File: config.mk
export PLATFORM = sky130hd
export DESIGN_NAME = cpu_run_sequencer_flat
export DESIGN_NICKNAME = d
export VERILOG_FILES = /design/src/rtl/cpu_run_sequencer_if.sv /design/src/rtl/cpu_run_sequencer.sv /design/src/flat_wrapper.sv
export SDC_FILE = /design/constraint.sdc
export NUM_CORES = 1
export LEC_CHECK = 0
export CORE_ASPECT_RATIO = 2
export CORE_UTILIZATION = 40
export CTS_CLUSTER_DIAMETER = 150
export DETAILED_ROUTE_END_ITERATION = 6
export PLACE_DENSITY = 0.78
export SYNTH_ARGS = -nofsm -noshare
export SYNTH_HDL_FRONTEND = slang
export SYNTH_SLANG_ARGS = --single-unit
File: constraint.sdc
create_clock -name CLK -period 8.1 [get_ports CLK]
set_clock_uncertainty 0.1 [all_clocks]
set_input_delay 1.62 -clock CLK [delete_from_list [all_inputs] [get_ports CLK]]
set_output_delay 1.62 -clock CLK [all_outputs]
set_load 0.01 [all_outputs]
File: src/rtl/cpu_run_sequencer_if.sv
// Program-load stream and instruction-memory write port between host and run sequencer.
interface cpu_run_sequencer_if #(
  parameter int ADDR_W = 6
);
  logic              ld_valid;
  logic [31:0]       ld_data;
  logic              ld_last;
  logic              ld_ready;
  logic              imem_we;
  logic [ADDR_W-1:0] imem_addr;
  logic [31:0]       imem_wdata;

  modport master (
    output ld_valid, ld_data, ld_last,
    input  ld_ready, imem_we, imem_addr, imem_wdata
  );

  modport slave (
    input  ld_valid, ld_data, ld_last,
    output ld_ready, imem_we, imem_addr, imem_wdata
  );
endinterface

File: src/rtl/cpu_run_sequencer.sv
// Run controller for the single-cycle core: loads imem, holds the core in reset,
// releases it, then watches for halt or cycle-budget timeout.
//
// state    | meaning
// st_idle  | waiting for start
// st_load  | accepting program words into imem
// st_hold  | core reset held RST_HOLD cycles after load
// st_run   | core released, counting cycles
// st_done  | results valid, core back in reset
module cpu_run_sequencer #(
  parameter int          ADDR_W     = 6,
  parameter int          MAX_WORDS  = 64,
  parameter int          CYC_W      = 16,
  parameter int          RST_HOLD   = 2,
  parameter logic [31:0] HALT_INSTR = 32'hFFFFFFFF
) (
  input  logic                 CLK,
  input  logic                 RST,
  input  logic                 start,
  cpu_run_sequencer_if.slave   ld,
  output logic                 core_rst,
  input  logic [31:0]          core_instr,
  input  logic [31:0]          core_wd3,
  input  logic [CYC_W-1:0]     cycle_budget,
  output logic [CYC_W-1:0]     run_cycles,
  output logic [31:0]          last_wd3,
  output logic                 busy,
  output logic                 done,
  output logic                 error
);

  localparam int                HOLD_W    = (RST_HOLD > 1) ? $clog2(RST_HOLD) : 1;
  localparam logic [HOLD_W-1:0] HOLD_LOAD = HOLD_W'(RST_HOLD - 1);
  localparam logic [ADDR_W-1:0] LAST_ADDR = ADDR_W'(MAX_WORDS - 1);

  typedef enum logic [2:0] {
    st_idle,
    st_load,
    st_hold,
    st_run,
    st_done
  } state_t;

  state_t            state;
  logic [ADDR_W-1:0] word_cnt;
  logic [HOLD_W-1:0] hold_cnt;
  logic [CYC_W-1:0]  run_inc;

  assign run_inc = run_cycles + CYC_W'(1);

  always_ff @(posedge CLK) begin
    if (RST) begin
      state         <= st_idle;
      word_cnt      <= '0;
      hold_cnt      <= '0;
      ld.imem_we    <= 1'b0;
      ld.imem_addr  <= '0;
      ld.imem_wdata <= '0;
      run_cycles    <= '0;
      last_wd3      <= '0;
      error         <= 1'b0;
    end else begin
      ld.imem_we <= 1'b0;
      case (state)
        st_idle, st_done: begin
          if (start) begin
            state      <= st_load;
            word_cnt   <= '0;
            run_cycles <= '0;
            last_wd3   <= '0;
            error      <= 1'b0;
          end
        end
        st_load: begin
          if (ld.ld_valid) begin
            ld.imem_we    <= 1'b1;
            ld.imem_addr  <= word_cnt;
            ld.imem_wdata <= ld.ld_data;
            word_cnt      <= word_cnt + ADDR_W'(1);
            // ld_last on the final slot is a legal full program, not an overflow
            if (ld.ld_last) begin
              state    <= st_hold;
              hold_cnt <= HOLD_LOAD;
            end else if (word_cnt == LAST_ADDR) begin
              state <= st_done;
              error <= 1'b1;
            end
          end
        end
        st_hold: begin
          if (hold_cnt == '0) state <= st_run;
          else                hold_cnt <= hold_cnt - HOLD_W'(1);
        end
        st_run: begin
          if (run_cycles != '1) run_cycles <= run_inc;
          last_wd3 <= core_wd3;
          // halt has priority over a timeout landing in the same cycle
          if (core_instr == HALT_INSTR) begin
            state <= st_done;
            error <= 1'b0;
          end else if ((cycle_budget != '0) && (run_inc == cycle_budget)) begin
            state <= st_done;
            error <= 1'b1;
          end
        end
        default: state <= st_idle;
      endcase
    end
  end

  assign ld.ld_ready = (state == st_load);
  assign core_rst    = (state != st_run);
  assign busy        = (state == st_load) || (state == st_hold) || (state == st_run);
  assign done        = (state == st_done);

endmodule

File: src/flat_wrapper.sv
// flat-port wrapper written by rule: the top's interface ports become plain ports
module cpu_run_sequencer_flat 
#(
  parameter int          ADDR_W     = 6,
  parameter int          MAX_WORDS  = 64,
  parameter int          CYC_W      = 16,
  parameter int          RST_HOLD   = 2,
  parameter logic [31:0] HALT_INSTR = 32'hFFFFFFFF
)
  (CLK, RST, start, core_rst, core_instr, core_wd3, cycle_budget, run_cycles, last_wd3, busy, done, error, ld_ld_valid, ld_ld_data, ld_ld_last, ld_ld_ready, ld_imem_we, ld_imem_addr, ld_imem_wdata);
  cpu_run_sequencer_if #(.ADDR_W(ADDR_W)) ld_i ();
  input  logic CLK;
  input  logic RST;
  input  logic start;
  output logic core_rst;
  input  logic [31:0] core_instr;
  input  logic [31:0] core_wd3;
  input  logic [CYC_W-1:0] cycle_budget;
  output logic [CYC_W-1:0] run_cycles;
  output logic [31:0] last_wd3;
  output logic busy;
  output logic done;
  output logic error;
  input wire logic [$bits(ld_i.ld_valid)-1:0] ld_ld_valid;
  input wire logic [$bits(ld_i.ld_data)-1:0] ld_ld_data;
  input wire logic [$bits(ld_i.ld_last)-1:0] ld_ld_last;
  output wire logic [$bits(ld_i.ld_ready)-1:0] ld_ld_ready;
  output wire logic [$bits(ld_i.imem_we)-1:0] ld_imem_we;
  output wire logic [$bits(ld_i.imem_addr)-1:0] ld_imem_addr;
  output wire logic [$bits(ld_i.imem_wdata)-1:0] ld_imem_wdata;
  assign ld_i.ld_valid = ld_ld_valid;
  assign ld_i.ld_data = ld_ld_data;
  assign ld_i.ld_last = ld_ld_last;
  assign ld_ld_ready = ld_i.ld_ready;
  assign ld_imem_we = ld_i.imem_we;
  assign ld_imem_addr = ld_i.imem_addr;
  assign ld_imem_wdata = ld_i.imem_wdata;
  cpu_run_sequencer #(.ADDR_W(ADDR_W), .MAX_WORDS(MAX_WORDS), .CYC_W(CYC_W), .RST_HOLD(RST_HOLD), .HALT_INSTR(HALT_INSTR)) u_core (.CLK(CLK), .RST(RST), .start(start), .ld(ld_i), .core_rst(core_rst), .core_instr(core_instr), .core_wd3(core_wd3), .cycle_budget(cycle_budget), .run_cycles(run_cycles), .last_wd3(last_wd3), .busy(busy), .done(done), .error(error));
endmodule
==> results of run 1 <==
-- registers in the layout (all words and copies together), names as in the netlist --
signal                count
u_core.run_cycles        16
u_core.state              3
u_core.error              1
u_core.last_wd3          32
u_core.hold_cnt           1
u_core.ld.imem_addr       6
u_core.ld.imem_wdata     32
u_core.word_cnt           6
u_core.ld.imem_we         1
-- through the flow --
step / power [W] / instance area [um2] / worst slack (ns) / instances
3_3_place_gp: 0.000725 / 6560 / 3.75 / 865
2_1_floorplan: 0.000612 / 4440 / 4.43 / 554
5_1_grt: 0.00122 / 6880 / 3.99 / 880
4_1_cts: 0.00118 / 6880 / 4.07 / 880
6_report: 0.00117 / 6880 / 4.03 / 880
3_5_place_dp: 0.000729 / 6560 / 3.72 / 865
-- per-layer routing --
| layer | GRT usage | wire, um | vias to the layer above |
|---|---|---|---|
| met5 | 0 | 0 | - |
| met4 | 0.141 | 656 | 0 |
| met3 | 0.0398 | 573 | 47 |
| met2 | 0.450 | 7790 | 166 |
| met1 | 0.242 | 5180 | 2212 |
| li1 | - | - | 2315 |
-- worst min-delay path, stage by stage, from the launching register on --
cell	delay, ns
dfxtp_1	0.31
nand2_1	0.05
a21oi_1	0.05
-- cells by family (layout without fill, tap and decap cells) --
logic type,count (synthesis),in the layout,share of synthesized area
compound gates,143,143,0.199
xor+xnor,25,25,0.0493
fa+ha+maj,2,2,0.00563
buf+inv,50,236,0.0456
flops,98,98,0.442
mux,1,1,0.00225
simple gates,235,235,0.257
-- Yosys cell counts (2+ instances only) --
master / count
a22oi_1: 32
nor2_1: 59
a311oi_1: 2
inv_1: 8
nand4_1: 16
a2111oi_0: 2
and3_1: 3
o211ai_1: 2
or4_1: 3
buf_2: 6
ha_1: 2
a31oi_1: 4
a21oi_1: 66
nand4b_1: 2
nand3_1: 10
xor2_1: 12
a41oi_1: 2
and2_1: 3
dfxtp_1: 98
nand2_1: 95
nand2b_1: 2
o22ai_1: 3
buf_1: 3
buf_4: 2
o21a_1: 2
nor3_1: 8
or3_1: 5
a41o_1: 3
xnor2_1: 13
o21ai_0: 17
and4_1: 2
nor4_1: 9
clkbuf_1: 31
o311ai_0: 2
nor2b_1: 5
nand3b_1: 6
-- placed cells by master, fill, tap and decap left out, types with 4 or more instances in the layout --
| cell type | n |
|---|---|
| inv_1 | 8 |
| nor2b_1 | 5 |
| clkdlybuf4s50_1 | 207 |
| or3_1 | 5 |
| buf_4 | 5 |
| a22oi_1 | 32 |
| a21oi_1 | 65 |
| a31oi_1 | 4 |
| xor2_1 | 12 |
| clkbuf_16 | 9 |
| nand3b_1 | 6 |
| nand2_1 | 95 |
| nor3_1 | 8 |
| nand4_1 | 16 |
| nor4_1 | 9 |
| o21ai_0 | 17 |
| dfxtp_1 | 98 |
| nand3_1 | 10 |
| nor2_1 | 59 |
| xnor2_1 | 13 |
-- power by group through the flow --
stage          combinational [W]  clock (W)  sequential (W)
6_report                0.000207   0.000449        0.000512
5_1_grt                 0.000226   0.000477        0.000514
4_1_cts                 0.000208   0.000460        0.000511
3_5_place_dp            0.000207          0        0.000522
3_3_place_gp            0.000204          0        0.000522
2_1_floorplan          0.0000870          0        0.000525
-- path summary, 6_finish.rpt --
check                              to  slack [ns]  depth (start not counted)
max                   u_core.state[0]        4.03                          7
min          u_core.ld.imem_wdata[12]        0.35                          2
max reg2reg      u_core.run_cycles[2]        4.64                          7
min reg2reg  u_core.ld.imem_wdata[12]        0.35                          2
-- layout make-up --
type / instances / area share
Multi-Input combinational cell: 406 / 0.332
Inverter: 8 / 0.00437
Sequential cell: 98 / 0.285
Timing Repair Buffer: 213 / 0.307
Clock buffer: 9 / 0.0327
Tap cell: 140 / 0.0255
Clock inverter: 6 / 0.0131
==> run summary, run 1 <==
clk_lat worst skew = 0.33 ns
sequential element share of the synthesized area = 0.442
CP peak stage delay = 0.58 ns
share of the synthesized area in the top cell type = 0.442
multi-input logic area = 2280 um2
Clk Tree Root Cell = clkbuf_16
Final nets = 855
Die ar. = 11600 um2
vias in the first global route = 4572
worst-path cell chain = clkdlybuf4s50_1 -> xor2_1 -> o22ai_1 -> a2111oi_0 -> or4b_4 -> or4_4 -> a41o_1
routed len/inst = 16.1 um
DP Wirelength = 10.7 mm
arrival time worst endpoint = 4.19 ns
WL final = 14.2 mm
Crit. End Element = flip-flop
endpoints failing setup = 0
Via-to-Cell Ratio = 5.39
Max clock buf depth = 2
Setup crit start kind = input port
global-route wire length before repair = 21.8 mm
global route overflow = 0
Clk network pwr share = 0.384
CTS sink cnt = 98
switching share of power = 0.248
Combinational Power Share = 0.177
Leakage = 2.34 nW
htree depth = 3
Fin. Hold Viols = 0
max cap viols = 0
ranking of synthesized cells by area = dfxtp_1 44%, nand2_1 8.0%, a21oi_1 7.4%, a22oi_1 5.4%, nor2_1 5.0%
initial antenna violation count = 0
Horiz. Die Dim = 76.5 um
IO buf count = 208
Starting Density = 0.408
Post CTS Setup Buffer Count = 0
Max VDD drop = 142 uV
layout cells sized above 1 = 0.0392
worst path bufs/invs = 1
Main synth FF type = dfxtp_1
asr flop ratio synth = 0
FP Rows = 54
GRT Total Usage = 0.238
post_cts resized = 0
RSZ-0062 raised after global routing = no
Reg-to-Reg Start = u_core.run_cycles[0]
# DRC = 0
fin crit share = 0.503
CTS Buf Count = 9
CP required = 8.22 ns
Hold WC Path Type = flip-flop to flip-flop
worst hold start = u_core.ld.imem_wdata[12]
Syn Nets = 673
setup_tns = 0 ns
status = finished clean
detailed-route via count = 4740
cts hold-fix bufs = 0
FF/Latch Area = 1960 um2
hold_ws = 0.353 ns
IO Pins = 209
clock-pin slew on the worst setup and hold paths = 0.06 ns
Area Overhead vs Synth = 54.8%
ANT cells = 0
number of routed nets with antenna violations = 0
Final Slew Violations = 0
switching power = 0.000290 W
PD cells = 170 nW/um2
Least-Margin Pin Slew = 0.968 ns
TritonCTS clock tree = built
Slew HR = 0.355
Largest delay share family, worst path = simple AND/OR/NAND/NOR gates
critical path type = input port to flip-flop
Synth Cell Area = 4440 um2
top cell type by total area after synthesis = dfxtp_1
crit path from = cycle_budget[4]
final core utilization = 0.632
Yosys reg bits = 98
Reg power frac = 0.438
Final Wtd Congestion = 0.870
Period minus WS final = 4.07 ns
Post-synth EDFFs = 0
crit-path max FO = 3
largest net degree at the start of global routing = 95
Filler Cell Count = 943
Syn Area/Cell = 8.02 um2
die height = 151 um
Netlist cell types = 50
Pint = 0.000878 W
First-pass DRT Iterations = 4
Post-Syn Instances = 554
fmax = 0.246 GHz
DRT iter0 DRCs = 196
Synth Warn # = 0
CORE AREA = 10900 um2
CP max-delay cell = or4_4
Note: power is estimated with default switching activity, not from simulation.
==> run 2, diff against run 1 <==
--- a/config.mk
+++ b/config.mk
@@ -6,10 +6,10 @@
 export NUM_CORES = 1
 export LEC_CHECK = 0
 export CORE_ASPECT_RATIO = 2
-export CORE_UTILIZATION = 40
+export CORE_UTILIZATION = 37
 export CTS_CLUSTER_DIAMETER = 150
 export DETAILED_ROUTE_END_ITERATION = 6
-export PLACE_DENSITY = 0.78
+export PLACE_DENSITY = 0.76
 export SYNTH_ARGS = -nofsm -noshare
 export SYNTH_HDL_FRONTEND = slang
 export SYNTH_SLANG_ARGS = --single-unit
==> constraint.sdc (replaced) <==
create_clock -name CLK -period 3.6 [get_ports CLK]
set_clock_uncertainty 0.1 [all_clocks]
set_input_delay 0.72 -clock CLK [delete_from_list [all_inputs] [get_ports CLK]]
set_output_delay 0.72 -clock CLK [all_outputs]
set_load 0.01 [all_outputs]
==> run summary, run 2 (same netlist as run 1, synthesis figures left out) <==
DRT iter0 DRCs = 213 (+8.7%)
FF/Latch Area = 1960 um2 (unchanged)
layout cells sized above 1 = 0.0469 (+0.00773)
crit path from = cycle_budget[4]
die height = 157 um (+3.9%)
crit-path max FO = 3 (unchanged)
ANT cells = 0 (unchanged)
largest net degree at the start of global routing = 53 (-44%)
Via-to-Cell Ratio = 5.31 (-1.5%)
multi-input logic area = 2280 um2 (unchanged)
Filler Cell Count = 1046 (+11%)
CTS Buf Count = 9 (unchanged)
post_cts resized = 0 (unchanged)
Starting Density = 0.380 (-0.0287)
critical path type = input port to flip-flop
max cap viols = 0 (unchanged)
CP max-delay cell = or4_4
commonest non-fill, non-tap cell in the layout = clkdlybuf4s50_1
fin crit share = 0.895
htree depth = 3 (unchanged)
R2R Setup Slk = 0.44 ns (-4.20 ns)
global-route wire length before repair = 21.8 mm (+0.12%)
TritonCTS clock tree = built
FF-to-FF path depth = 7 (unchanged)
fmax = 0.310 GHz
detailed-route via count = 4728 (-0.25%)
Final nets = 860 (+0.58%)
Period minus WS final = 3.22 ns
worst-path cell chain = clkdlybuf4s50_1 -> xor2_1 -> o22ai_1 -> a2111oi_0 -> or4b_4 -> or4_4 -> a41o_1
Leakage = 2.37 nW (+1.1%)
Crit. End Element = flip-flop
Post CTS Setup Buffer Count = 0 (unchanged)
most frequent cells in the layout = 207 x clkdlybuf4s50_1, 98 x dfxtp_1, 95 x nand2_1
CORE AREA = 11700 um2 (+7.6%)
CP required = 3.73 ns (-4.49 ns)
Least-Margin Pin Slew = 0.836 ns (-0.132 ns)
global route overflow = 0 (unchanged)
Slew HR = 0.443 (+0.0879)
endpoints failing setup = 0 (unchanged)
clock-pin slew on the worst setup and hold paths = 0.07 ns (about the same)
cts hold-fix bufs = 0 (unchanged)
Fin. Hold Viols = 0 (unchanged)
routed len/inst = 16.1 um (-0.34%)
Reg-to-Reg Start = u_core.run_cycles[0]
Cell Count, Final, Fillers Out = 891 (+1.3%)
Horiz. Die Dim = 79.5 um (+3.9%)
Max VDD drop = 329 uV (+130%)
status = finished clean
Clk Tree Root Cell = clkbuf_16
Hold WC Path Type = flip-flop to flip-flop
arrival time worst endpoint = 3.35 ns (-0.84 ns)
GRT Total Usage = 0.224 (-0.0136)
Setup crit start kind = input port
clk_lat worst skew = 0.34 ns (about the same)
IO Pins = 209 (unchanged)
Final Slew Violations = 0 (unchanged)
IO buf count = 208 (unchanged)
vias in the first global route = 4597 (+0.55%)
final core utilization = 0.592 (-0.0402)
Final Wtd Congestion = 0.864 (-0.66%)
number of routed nets with antenna violations = 0 (unchanged)
# DRC = 0 (unchanged)
WL final = 14.3 mm (+0.90%)
PD cells = 377 nW/um2 (+120%)
Area Overhead vs Synth = 56.0%
First-pass DRT Iterations = 5 (+1)
CP peak stage delay = 0.57 ns (about the same)
critical path endpoint = u_core.state[0]
setup_tns = 0 ns (unchanged)
worst reg2reg endpoint = u_core.state[0]
CTS sink cnt = 98 (unchanged)
DP Wirelength = 10.9 mm (+1.4%)
placed cell count = 875 (+1.2%)
largest registers = u_core.last_wd3 x32, u_core.ld.imem_wdata x32, u_core.run_cycles x16
Max clock buf depth = 2 (unchanged)
Die ar. = 12500 um2 (+7.9%)
RSZ-0062 raised after global routing = no
FP Rows = 56 (+3.7%)
initial antenna violation count = 0 (unchanged)
==> run 2: worst max-delay path, delay by kind of cell <==
| kind | cells | cell delay, ns |
|---|---|---|
| compound gates | 3 | 0.82 |
| buf+inv | 1 | 0.50 |
| simple gates | 2 | 1.11 |
| xor+xnor | 1 | 0.19 |
==> run 2: how the worst min path moves through the flow <==
stage	from	to	cells after the start
6_report	u_core.ld.imem_wdata[16]	u_core.ld.imem_wdata[16]	2
5_1_grt	u_core.ld.imem_wdata[31]	u_core.ld.imem_wdata[31]	2
4_1_cts	u_core.ld.imem_wdata[16]	u_core.ld.imem_wdata[16]	2
3_5_place_dp	u_core.ld.imem_wdata[13]	u_core.ld.imem_wdata[13]	2
3_3_place_gp	u_core.ld.imem_wdata[30]	u_core.ld.imem_wdata[30]	2
2_1_floorplan	u_core.word_cnt[1]	u_core.ld.imem_addr[1]	2
==> run 2: cell type report <==
| type | instances | area share |
|---|---|---|
| inverters | 8 | 0.00433 |
| multi-input cells | 406 | 0.329 |
| well taps | 145 | 0.0262 |
| repair buffers | 218 | 0.312 |
| clock buffers | 9 | 0.0325 |
| clock inverters | 7 | 0.0121 |
| flip-flops and latches | 98 | 0.283 |
==> run 2: per-layer routing <==
metal,routed length (um),share of wire,vias to the layer above,track usage
li1,-,-,2331,-
met1,5250,0.37,2216,0.231
met2,8080,0.56,149,0.420
met3,539,0.038,32,0.0435
met4,456,0.032,0,0.107
met5,0,0,-,0
==> run 2: power by group <==
group / switching (W) / total (W) / internal (W)
clock network: 0.000440 / 0.000993 / 0.000553
registers: 0.0000294 / 0.00115 / 0.00112
logic: 0.000221 / 0.000470 / 0.000249
total: 0.000691 / 0.00261 / 0.00192
==> run 2: per-stage QoR <==
stage,worst slack [ns],instance area (um2),hold WS (ns),power (W)
detailed placement,0.0774,6620,0.350,0.00164
finish,0.379,6930,0.357,0.00261
CTS,0.399,6930,0.358,0.00265
floorplan,0.744,4440,0.358,0.00138
global route,0.271,6930,0.374,0.00273
global placement,0.0584,6620,0.342,0.00163
